### config.mk
export PLATFORM = sky130hd
export DESIGN_NAME = reg_write_arbiter
export DESIGN_NICKNAME = d
export VERILOG_FILES = /design/src/rtl/reg_write_arbiter.sv
export SDC_FILE = /design/constraint.sdc
export NUM_CORES = 1
export LEC_CHECK = 0
export ABC_AREA = 1
export ABC_CLOCK_PERIOD_IN_PS = 5800
export BUFFER_PORTS_ARGS = -buffer_cell sky130_fd_sc_hd__buf_2
export CORE_MARGIN = 5
export CORE_UTILIZATION = 31
export DETAILED_ROUTE_END_ITERATION = 6
export GPL_ROUTABILITY_DRIVEN = 0
export PLACE_DENSITY = 0.67
export SLEW_MARGIN = 10
export SYNTH_ARGS = -nofsm -noshare
export SYNTH_HDL_FRONTEND = slang
export SYNTH_SLANG_ARGS = --single-unit
### constraint.sdc
create_clock -name CLK -period 5.8 [get_ports CLK]
set_clock_uncertainty 0.15 [all_clocks]
set_input_delay 0.58 -clock CLK [delete_from_list [all_inputs] [get_ports CLK]]
set_output_delay 0.58 -clock CLK [all_outputs]
set_load 0.02 [all_outputs]
### src/rtl/reg_write_arbiter.sv
// Round-robin arbiter for the single write port of the CPU register bank.
// GNT is combinational; WE/WADDR/WDATA are registered one cycle after acceptance.
// An optional lock gives one requester up to MAX_LOCK back-to-back writes.
module reg_write_arbiter #(
    parameter int N_REQ    = 4,
    parameter int ADDR_W   = 3,
    parameter int DATA_W   = 8,
    parameter int MAX_LOCK = 8
) (
    input  logic                      CLK,
    input  logic                      CLEAR,
    input  logic [N_REQ-1:0]          REQ,
    input  logic [N_REQ-1:0]          LOCK,
    input  logic [N_REQ*ADDR_W-1:0]   ADDR,
    input  logic [N_REQ*DATA_W-1:0]   DATA,
    output logic [N_REQ-1:0]          GNT,
    output logic                      WE,
    output logic [ADDR_W-1:0]         WADDR,
    output logic [DATA_W-1:0]         WDATA,
    output logic                      BUSY
);

    localparam int PW = (N_REQ > 1) ? $clog2(N_REQ) : 1;
    localparam int CW = $clog2(MAX_LOCK + 1);

    typedef enum logic {
        IDLE,
        LOCKED
    } state_t;

    state_t            state_q, state_d;
    logic [PW-1:0]     ptr_q, ptr_d;
    logic [PW-1:0]     owner_q, owner_d;
    logic [CW-1:0]     cnt_q, cnt_d;
    logic              we_q, we_d;
    logic [ADDR_W-1:0] waddr_q, waddr_d;
    logic [DATA_W-1:0] wdata_q, wdata_d;

    logic              accept;
    logic [PW-1:0]     sel;
    logic [N_REQ-1:0]  gnt;
    logic [PW:0]       scan;

    // Next pointer value after index p, wrapping N_REQ-1 back to 0.
    function automatic logic [PW-1:0] next_idx(input logic [PW-1:0] p);
        if (p == PW'(N_REQ - 1)) begin
            return '0;
        end
        return p + PW'(1);
    endfunction

    // Grant selection: owner only while locked, otherwise round-robin scan from ptr.
    always_comb begin
        gnt    = '0;
        sel    = '0;
        accept = 1'b0;
        scan   = '0;
        if (state_q == LOCKED) begin
            if (REQ[owner_q]) begin
                sel    = owner_q;
                accept = 1'b1;
            end
        end else begin
            for (int unsigned k = 0; k < N_REQ; k++) begin
                scan = {1'b0, ptr_q} + (PW + 1)'(k);
                if (scan >= (PW + 1)'(N_REQ)) begin
                    scan = scan - (PW + 1)'(N_REQ);
                end
                if (!accept && REQ[scan[PW-1:0]]) begin
                    sel    = scan[PW-1:0];
                    accept = 1'b1;
                end
            end
        end
        if (accept) begin
            gnt[sel] = 1'b1;
        end
    end

    // Lock FSM, round-robin pointer and consecutive-grant counter.
    always_comb begin
        state_d = state_q;
        ptr_d   = ptr_q;
        owner_d = owner_q;
        cnt_d   = cnt_q;
        unique case (state_q)
            IDLE: begin
                if (accept) begin
                    // With MAX_LOCK of 1 the first locked write already exhausts the
                    // budget, so it is treated as an ordinary unlocked transfer.
                    if (LOCK[sel] && (MAX_LOCK > 1)) begin
                        state_d = LOCKED;
                        owner_d = sel;
                        cnt_d   = CW'(1);
                    end else begin
                        ptr_d = next_idx(sel);
                    end
                end
            end
            LOCKED: begin
                if (accept && (int'(cnt_q) < MAX_LOCK)) begin
                    cnt_d = cnt_q + CW'(1);
                end
                if (!REQ[owner_q] || !LOCK[owner_q] ||
                    (accept && (int'(cnt_q) + 1 >= MAX_LOCK))) begin
                    state_d = IDLE;
                    ptr_d   = next_idx(owner_q);
                    cnt_d   = '0;
                end
            end
            default: state_d = IDLE;
        endcase
    end

    // Write port next values: capture the accepted requester's address and data.
    always_comb begin
        we_d    = accept;
        waddr_d = waddr_q;
        wdata_d = wdata_q;
        if (accept) begin
            waddr_d = ADDR[sel*ADDR_W +: ADDR_W];
            wdata_d = DATA[sel*DATA_W +: DATA_W];
        end
    end

    // State and write-port registers with asynchronous clear.
    always_ff @(posedge CLK or posedge CLEAR) begin
        if (CLEAR) begin
            state_q <= IDLE;
            ptr_q   <= '0;
            owner_q <= '0;
            cnt_q   <= '0;
            we_q    <= 1'b0;
            waddr_q <= '0;
            wdata_q <= '0;
        end else begin
            state_q <= state_d;
            ptr_q   <= ptr_d;
            owner_q <= owner_d;
            cnt_q   <= cnt_d;
            we_q    <= we_d;
            waddr_q <= waddr_d;
            wdata_q <= wdata_d;
        end
    end

    assign GNT   = gnt;
    assign WE    = we_q;
    assign WADDR = waddr_q;
    assign WDATA = wdata_q;
    assign BUSY  = (state_q == LOCKED);

endmodule

* Word level (Yosys, flattened, before mapping)
Cells that the tools add are included. W data, S select, Z words.
Storage, ports and cells: bits in registers 21
Cells by class: add/subtract/negate cells 11, $mul 1, magnitude comparators 13, eq/ne operators 7, shift operators 2, multiplexer cells 64, bitwise logic cells 1, reduce and logical (&&, ||, !) cells 16
Operators with widths (number):
- $mux W2 | 21
- $shiftx A32 B6 Y8 | 1
- $mux W1 | 27
- $mux W4 | 5
- $lt A2 B3 Y1 const B | 6
- $bmux W1 S2 | 7
- $shiftx A12 B5 Y3 | 1
- $ge A3 B3 Y1 const B | 3
- $reduce_and A3 Y1 | 3
- $pmux W4 S2 | 1
- $sub A2 B1 Y2 const B | 4
- $add A2 B2 Y3 const B | 2
- $logic_and A1 B1 Y1 | 6
- $ne A2 B2 Y1 const B | 3
- $add A4 B1 Y5 const B | 1
- $ge A5 B4 Y1 const B | 1
- $logic_not A1 Y1 | 5
- $add A2 B1 Y2 const B | 2
- $add A4 B1 Y4 const B | 1
- $eq A2 B2 Y1 const B | 2
- $lt A4 B4 Y1 const B | 1
- $mul A2 B2 Y4 const B | 1
- $pmux W2 S2 | 1
- $add A2 B1 Y3 const B | 1
- other kinds (8) | 9

* Logic depth before layout (Yosys ltp)
Gate-level depths: netlist (run 1).
word-level depth 28, depth in mapped cells 19, depth with buffers taken out 17

* Least setup slack after synthesis (run 1)
No wires, ideal clock.
kind input to output, from in REQ[3], to out GNT[0], arrival 2139 ps, required time 5070 ps, setup slack 2931 ps, cell stages on the path 16, cell sequence inv_1 > nand2_2 > nand3_2 > nand2_2 > nor2_2 > nand3_1 > nand2_2 > inv_2 > nand2_4 > nand2_4 > buf_6 > buf_2 > inv_1 > ha_1 > inv_1 > nor2_1
On the way: cells in the longest elaborated chain, start to end 21, elaborated cells between the ends (all ways) 37
Ends and longest elaborated chain:
- from (decl) | RTL line 12 | input logic [N_REQ-1:0] REQ,
- $bmux W1 S2 | RTL line 69 | if (!accept && REQ[scan[PW-1:0]]) begin
- $mux W1 (implied by the code) | RTL line 69
- $mux W1 | RTL line 69
- $mux W1 | RTL line 58 | if (state_q == LOCKED) begin
- $logic_not A1 Y1 | RTL line 69
- $logic_and A1 B1 Y1 | RTL line 69
- $mux W1 | RTL line 69
- $mux W1 | RTL line 58
- [6 not listed]
- $mux W2 | RTL line 69
- $mux W2 (*) | RTL line 58
- named net sel[0] | RTL line 40 | logic [PW-1:0] sel;
- $lt A2 B3 Y1 (implied by the code) / $ge A2 B1 Y1 (equally long branches) | RTL line 76 | gnt[sel] = 1'b1;
- $logic_and A1 B1 Y1 (implied by the code) | RTL line 76
- $mux W1 (implied by the code) | RTL line 76
- $demux W1 S2 (*) | RTL line 76
- $mux W4 (*) | RTL line 75 | if (accept) begin
- to (decl) | RTL line 16 | output logic [N_REQ-1:0] GNT,
Mark *: on every way through the listed nets, which the timed path passes. The rest lies on a longest branch. The select of a mux whose other input is x is not followed.

* Final worst setup path (run 1)
from reg ptr_q[0], to out GNT[0]
On the way: cells in the longest elaborated chain, start to end 24, elaborated cells between the ends (all ways) 52
Ends and longest elaborated chain:
- from (decl) | RTL line 32 | logic [PW-1:0] ptr_q, ptr_d;
- from (signal assigned) | RTL line 138 | ptr_q <= ptr_d;
- $ge A2 B3 Y1 / $sub A2 B1 Y2 (equally long branches) | RTL line 66, 67
- $mux W2 | RTL line 66 | if (scan >= (PW + 1)'(N_REQ)) begin
- $mux W2 | RTL line 58
- $bmux W1 S2 | RTL line 69
- $mux W1 (implied by the code) | RTL line 69
- $mux W1 | RTL line 69
- $mux W1 | RTL line 58
- $logic_not A1 Y1 | RTL line 69
- [8 not listed]
- $logic_and A1 B1 Y1 | RTL line 69
- $mux W2 | RTL line 69
- $mux W2 | RTL line 58
- $lt A2 B3 Y1 (implied by the code) / $ge A2 B1 Y1 (equally long branches) | RTL line 76
- $logic_and A1 B1 Y1 (implied by the code) | RTL line 76
- $mux W1 (implied by the code) | RTL line 76
- $demux W1 S2 | RTL line 76
- $mux W4 (*) | RTL line 75
Every way passes the cells marked *; elsewhere a longest branch is shown, timed or not. The select of a mux whose other input is x is not followed.

==> key figures, run 1 <==
Routing
  – Vias/cell: 4.67
  – DR pass1 iterations: 4
  – DRC viols: 0
  – Routed Antenna Nets: 0
  – Wirelength, routed: around 5 mm
  – Wire length on met2: 2.19 mm
  – DR vias: about 2000
  – Drt wl/cell: about 11 um
  – Metal1 wirelength: about 2.2 mm
  – Iter 0 DRT Violations: approximately 100
  – Met3 wire len: approximately 390 um
  – Highest routed layer: met4

Worst setup path
  – Critical Path Fanout Max: 26
  – Crit. End Element: output port
  – Launch point of the worst reg-to-reg path: ptr_q[0]
  – CP Class: register to output port
  – Req. time, crit path: 5.07 ns
  – Critical path startpoint category: register
  – Reg2Reg Capture Point: cnt_q[1]
  – Worst R2R Path Depth: 13
  – R2R setup slack: 2.81 ns
  – CP arrival: about 2.9 ns

Floorplan
  – Die width: ~88 um
  – IO Count: just over 70
  – Die footprint: about 0.008 mm2
  – Core area: slightly below 0.006 mm2
  – Die H: about 90 um
  – Initial Util: 0.320
  – Rows: 28

Finish
  – Antenna diodes: 0
  – Commonest non-fill, non-tap cell in the layout: buf_2
  – Util after Layout: 0.389
  – Most frequent cells in the layout: 70 x buf_2, 66 x nand2_1, 43 x inv_1, 25 x nor2_1, 21 x dfrtp_1
  – Final Cell Area: 0.00230 mm2
  – NumNets Final: 413
  – Synthesis-to-layout area growth: 21.6%
  – Share of cells above drive strength 1: 0.295

Synth
  – Multiplexer area fraction after synthesis: 0
  – YS warnings: 0
  – Largest family of logic cells by synthesized area: simple AND/OR/NAND/NOR gates
  – Synthesized instance count: 290
  – Post-synthesis compound-gate area fraction: 0.194
  – Xor/xnor share of the synthesized area: 0.00462
  – Synth cell types: 25
  – Post-Synth Adder-Cell Area: 0.0396
  – Mean post-synth cell area: ~6.5 um2
  – Post-Synth Simple-Gate Area: 0.349
  – Synth Register Bits: 21
  – Register area share after synthesis: 0.277
  – Mapped cell area: between 0.0015 and 0.002 mm2
  – Post-Syn Nets: 350

Clocking
  – # hold bufs at CTS: 0
  – H-tree depth: 1
  – Setup Buffers After CTS: 0
  – Worst skew pair latency: roughly 0.27 ns
  – CTS Buffer Depth: 2
  – Resize count post-CTS: 0
  – Total CTS buffers: 3
  – CTS Sinks: 21
  – Root buffer cell: clkbuf_8
  – CTS tree: done
  – Clk slew on worst S/H paths: 0.09 ns

Global routing
  – Vias in the first global route: approximately 1900
  – Initial antenna violation count: 0
  – Largest net degree at the start of global routing: 52
  – First-pass GRT wire length: 8.31 mm
  – GRT Util Overall: 0.132
  – Total congestion overflow: 0

STA
  – Slew HR: 0.440
  – Worst Setup Slack, final: around 2.2 ns
  – Fin. max-slew vios: 0
  – Max Clock Freq: 279 MHz
  – RSZ-0062 raised after global routing: false
  – Tmin final: between 3 and 4 ns
  – Hold Vio Cnt, Final: 0
  – Fin Setup TNS: 0 ns
  – Final Cycle Share: 0.618
  – Worst-Margin Slew: 0.838 ns
  – Final setup vio count: 0

Placement
  – Post-DP HPWL: roughly 3.8 mm
  – Placed Instance Area: about 0.0023 mm2
  – Post-place setup slack: 2.51 ns
  – Input/output buffers: 70

Outcome
  – Status: finished, final reports clean

Power and ir drop
  – PwrDens: 675 mW/mm2
  – Lkg Pwr: 1.26 nW
  – Worst vdd ir: approximately 0.27 mV

Worst hold path
  – Hold crit path type: primary input to async pin

Run
  – Max-Cap Viols: 0
==> where the power goes <==
part,leakage (nW),total [mW],internal [mW],switching [mW]
registers,0.251,0.293,0.224,0.0693
clock network,0.0255,0.0997,0.0480,0.0517
logic,0.982,1.16,0.385,0.777
==> layout make-up <==
| type | count | area (um2) |
|---|---|---|
| fill | 611 | 3620 |
| multi-input combinational | 210 | 1110 |
| sequential | 21 | 526 |
| timing repair buffer | 70 | 350 |
| inverter | 47 | 176 |
| tap | 75 | 93.8 |
| clock buffer | 3 | 41.3 |
| clock inverter | 1 | 5.00 |
==> critical path, stage by stage (launching register included) <==
cell and delay [ns]:
dfrtp_1 0.60, inv_2 0.16, nand2_1 0.12, nand2_2 0.06
nor2_1 0.14, nor2_1 0.07, nand3_1 0.09, nand2_2 0.06
nand2_1 0.63, inv_1 0.24, nor2_1 0.22, buf_2 0.20
==> synth_stat cells <==
cell | instances | area [um2]
nand2_1 | 66 | 248
inv_1 | 43 | 161
nor2_1 | 25 | 93.8
dfrtp_1 | 21 | 526
nand3_1 | 19 | 95.1
a21oi_1 | 16 | 80.1
nand2_2 | 16 | 100
o21ai_0 | 16 | 80.1
a31oi_1 | 13 | 81.3
o211ai_1 | 12 | 90.1
ha_1 | 6 | 75.1
nand4_1 | 6 | 37.5
buf_2 | 5 | 25.0
inv_2 | 4 | 15.0
nand3_2 | 4 | 40.0
buf_6 | 3 | 33.8
nor2_2 | 3 | 18.8
buf_4 | 2 | 15.0
clkbuf_1 | 2 | 7.51
nand2_4 | 2 | 22.5
o21ai_1 | 2 | 10.0
nor3_1 | 1 | 5.00
o21a_1 | 1 | 7.51
o21bai_4 | 1 | 18.8
xnor2_1 | 1 | 8.76
==> worst max path at each step <==
| stage | from | to | cells after the start |
|---|---|---|---|
| 4_1_cts | ptr_q[0] | GNT[0] | 11 |
| 3_3_place_gp | REQ[3] | GNT[0] | 14 |
| 5_1_grt | ptr_q[0] | GNT[0] | 15 |
| 2_1_floorplan | REQ[3] | GNT[0] | 16 |
| 6_report | ptr_q[0] | GNT[0] | 11 |
| 3_5_place_dp | REQ[3] | GNT[0] | 14 |
==> cells by family (layout without fill, tap and decap cells) <==
family,Yosys count,after routing
buf+inv,59,121
flops,21,21
simple gates,142,142
xor+xnor,1,1
fa+ha+maj,6,6
compound gates,61,61
==> metal layers <==
layer  vias up  GRT usage
li1       1068          -
met1       856      0.169
met2        62      0.219
met3         6     0.0376
met4         0     0.0330
met5         -          0
==> state kept, by name (all words and copies together) (netlist names) <==
| register | count |
|---|---|
| owner_q | 2 |
| cnt_q | 4 |
| WDATA | 8 |
| WADDR | 3 |
| WE | 1 |
| ptr_q | 2 |
| BUSY | 1 |
==> through the flow <==
step	cells	hold WS [ns]	power, mW
floorplan	290	0.332	1.26
CTS	427	0.329	1.56
detailed placement	423	0.359	1.46
global placement	423	0.361	1.44
finish	427	0.291	1.55
global route	427	0.380	1.74
No activity file was read; power rests on OpenSTA's default activity.
==> inputs of run 2 (changes only) <==
Settings changed: ABC_CLOCK_PERIOD_IN_PS 5800 to 3300.
Clock period 5.8 ns to 3.3 ns, I/O delays scaled along.
==> key figures, run 2 (synthesis gave the netlist of run 1 again) <==
STA
  – Fin. max-slew vios: 0
  – Fin Setup TNS: 0 ns
  – Max Clock Freq: 341 MHz
  – Tmin final: a little under 3 ns
  – Final Cycle Share: 0.889
  – Slew HR: 0.477
  – Final setup vio count: 0
  – Final hold slack: 0.0539 ns
  – Worst Setup Slack, final: approximately 0.37 ns
  – Worst-Margin Slew: ~0.78 ns
  – Hold Vio Cnt, Final: 0
  – RSZ-0062 raised after global routing: false

Finish
  – Area of the multi-input gates: around 0.0011 mm2
  – Antenna diodes: 0
  – FF/Latch Area: roughly 530 um2
  – Finished Layout Cells: 430
  – Share of cells above drive strength 1: 0.301
  – Largest register FFs: 8
  – Synthesis-to-layout area growth: 22.8%
  – Most frequent cells in the layout: 70 x buf_2, 66 x nand2_1, 43 x inv_1, 25 x nor2_1, 20 x dfrtp_1
  – NumNets Final: about 420
  – Commonest non-fill, non-tap cell in the layout: buf_2
  – Number of fill cells: 655

Placement
  – Input/output buffers: 70
  – Post-DP HPWL: around 4.0 mm
  – Post-place setup slack: around 0.50 ns
  – Placed cells: 426

Power and ir drop
  – Worst vdd ir: approximately 0.37 mV
  – PwrDens: 1190 mW/mm2
  – Design Power: 2.77 mW
  – Lkg Pwr: 1.27 nW

Worst hold path
  – Hold crit path type: primary input to async pin

Worst setup path
  – CP arrival: between 2 and 2.5 ns
  – Critical Path Fanout Max: 20
  – CP Class: register to output port
  – Crit. End Element: output port
  – Req. time, crit path: between 2 and 3 ns
  – Critical path startpoint category: register

Outcome
  – Status: finished, final reports clean

Clocking
  – CTS Sinks: 21
  – # hold bufs at CTS: 0
  – Resize count post-CTS: 0
  – Setup Buffers After CTS: 0
  – Total CTS buffers: 3
  – CTS tree: done
  – Clk slew on worst S/H paths: around 0.07 ns
  – CTS Buffer Depth: 2
  – Worst skew pair latency: 0.26 ns
  – Root buffer cell: clkbuf_8
  – H-tree depth: 1

Floorplan
  – Initial Util: 0.320
  – Die width: 88.2 um
  – Rows: 28
  – Die footprint: 0.00778 mm2
  – Core area: 0.00592 mm2
  – IO Count: 71
  – Die H: slightly below 90 um

Routing
  – Iter 0 DRT Violations: 68
  – Vias/cell: roughly 4.6
  – Wirelength, routed: 4.89 mm
  – Drt wl/cell: between 10 and 15 um
  – Routed Antenna Nets: 0
  – DR pass1 iterations: 4
  – DR vias: between 1500 and 2000
  – DRC viols: 0

Global routing
  – First-pass GRT wire length: between 7 and 8 mm
  – Vias in the first global route: roughly 1800
  – GRT Util Overall: 0.126
  – Total congestion overflow: 0
  – Largest net degree at the start of global routing: 33
  – Initial antenna violation count: 0

Run
  – Max-Cap Viols: 0
==> run 2: changes by cell type in the layout (fill, tap and decap cells not counted) <==
cell / change
buf_4: +3
clkbuf_1: +1
clkinv_2: -1
dfrtp_1: -1
dfrtp_2: +1
==> run 2: final timing paths <==
path                       startpoint          to  slack, ns  cells after the start
hold reg to reg              cnt_q[1]    cnt_q[1]       0.40                      2
setup / recovery           owner_q[0]      GNT[0]       0.37                     11
min in group CLK              DATA[6]    WDATA[6]       0.23                      3
max in group asynchronous       CLEAR    ptr_q[0]       2.41                      2
hold / removal                  CLEAR    WDATA[2]       0.05                      2
setup reg to reg             ptr_q[0]  owner_q[1]       0.58                     16
==> run 2: area by class of cell <==
| cell class | instances | share of cell area |
|---|---|---|
| multi-input combinational | 210 | 0.478 |
| tap | 75 | 0.0403 |
| timing repair buffer | 73 | 0.160 |
| clock buffer | 4 | 0.0194 |
| sequential | 21 | 0.226 |
| inverter | 47 | 0.0758 |
==> run 2: through the flow <==
stage	instance area [um2]	utilization
3_5_place_dp	2280	0.385
3_3_place_gp	2280	0.385
6_report	2330	0.393
5_1_grt	2330	0.393
4_1_cts	2330	0.393
2_1_floorplan	1900	-
==> run 2: worst max-delay path, stage by stage, from the launching register on <==
cell     delay [ns]
dfrtp_1        0.49
o21ai_0        0.35
nand2_1        0.16
nand2_1        0.12
inv_1          0.06
nand2_1        0.18
nand2_4        0.17
inv_1          0.15
ha_1           0.15
inv_1          0.04
nor2_1         0.14
buf_2          0.19
==> run 2: report_power, final <==
part | switching [mW] | internal [mW]
logic | 1.37 | 0.720
clock network | 0.0800 | 0.0859
registers | 0.118 | 0.394
total | 1.57 | 1.20
==> run 2: per-layer routing <==
layer / vias up / global-route usage / share of wire
met3: 4 / 0.0423 / 0.090
li1: 1073 / - / -
met4: 0 / 0.0151 / 0.0031
met1: 847 / 0.156 / 0.43
met5: - / 0 / 0
met2: 65 / 0.219 / 0.47
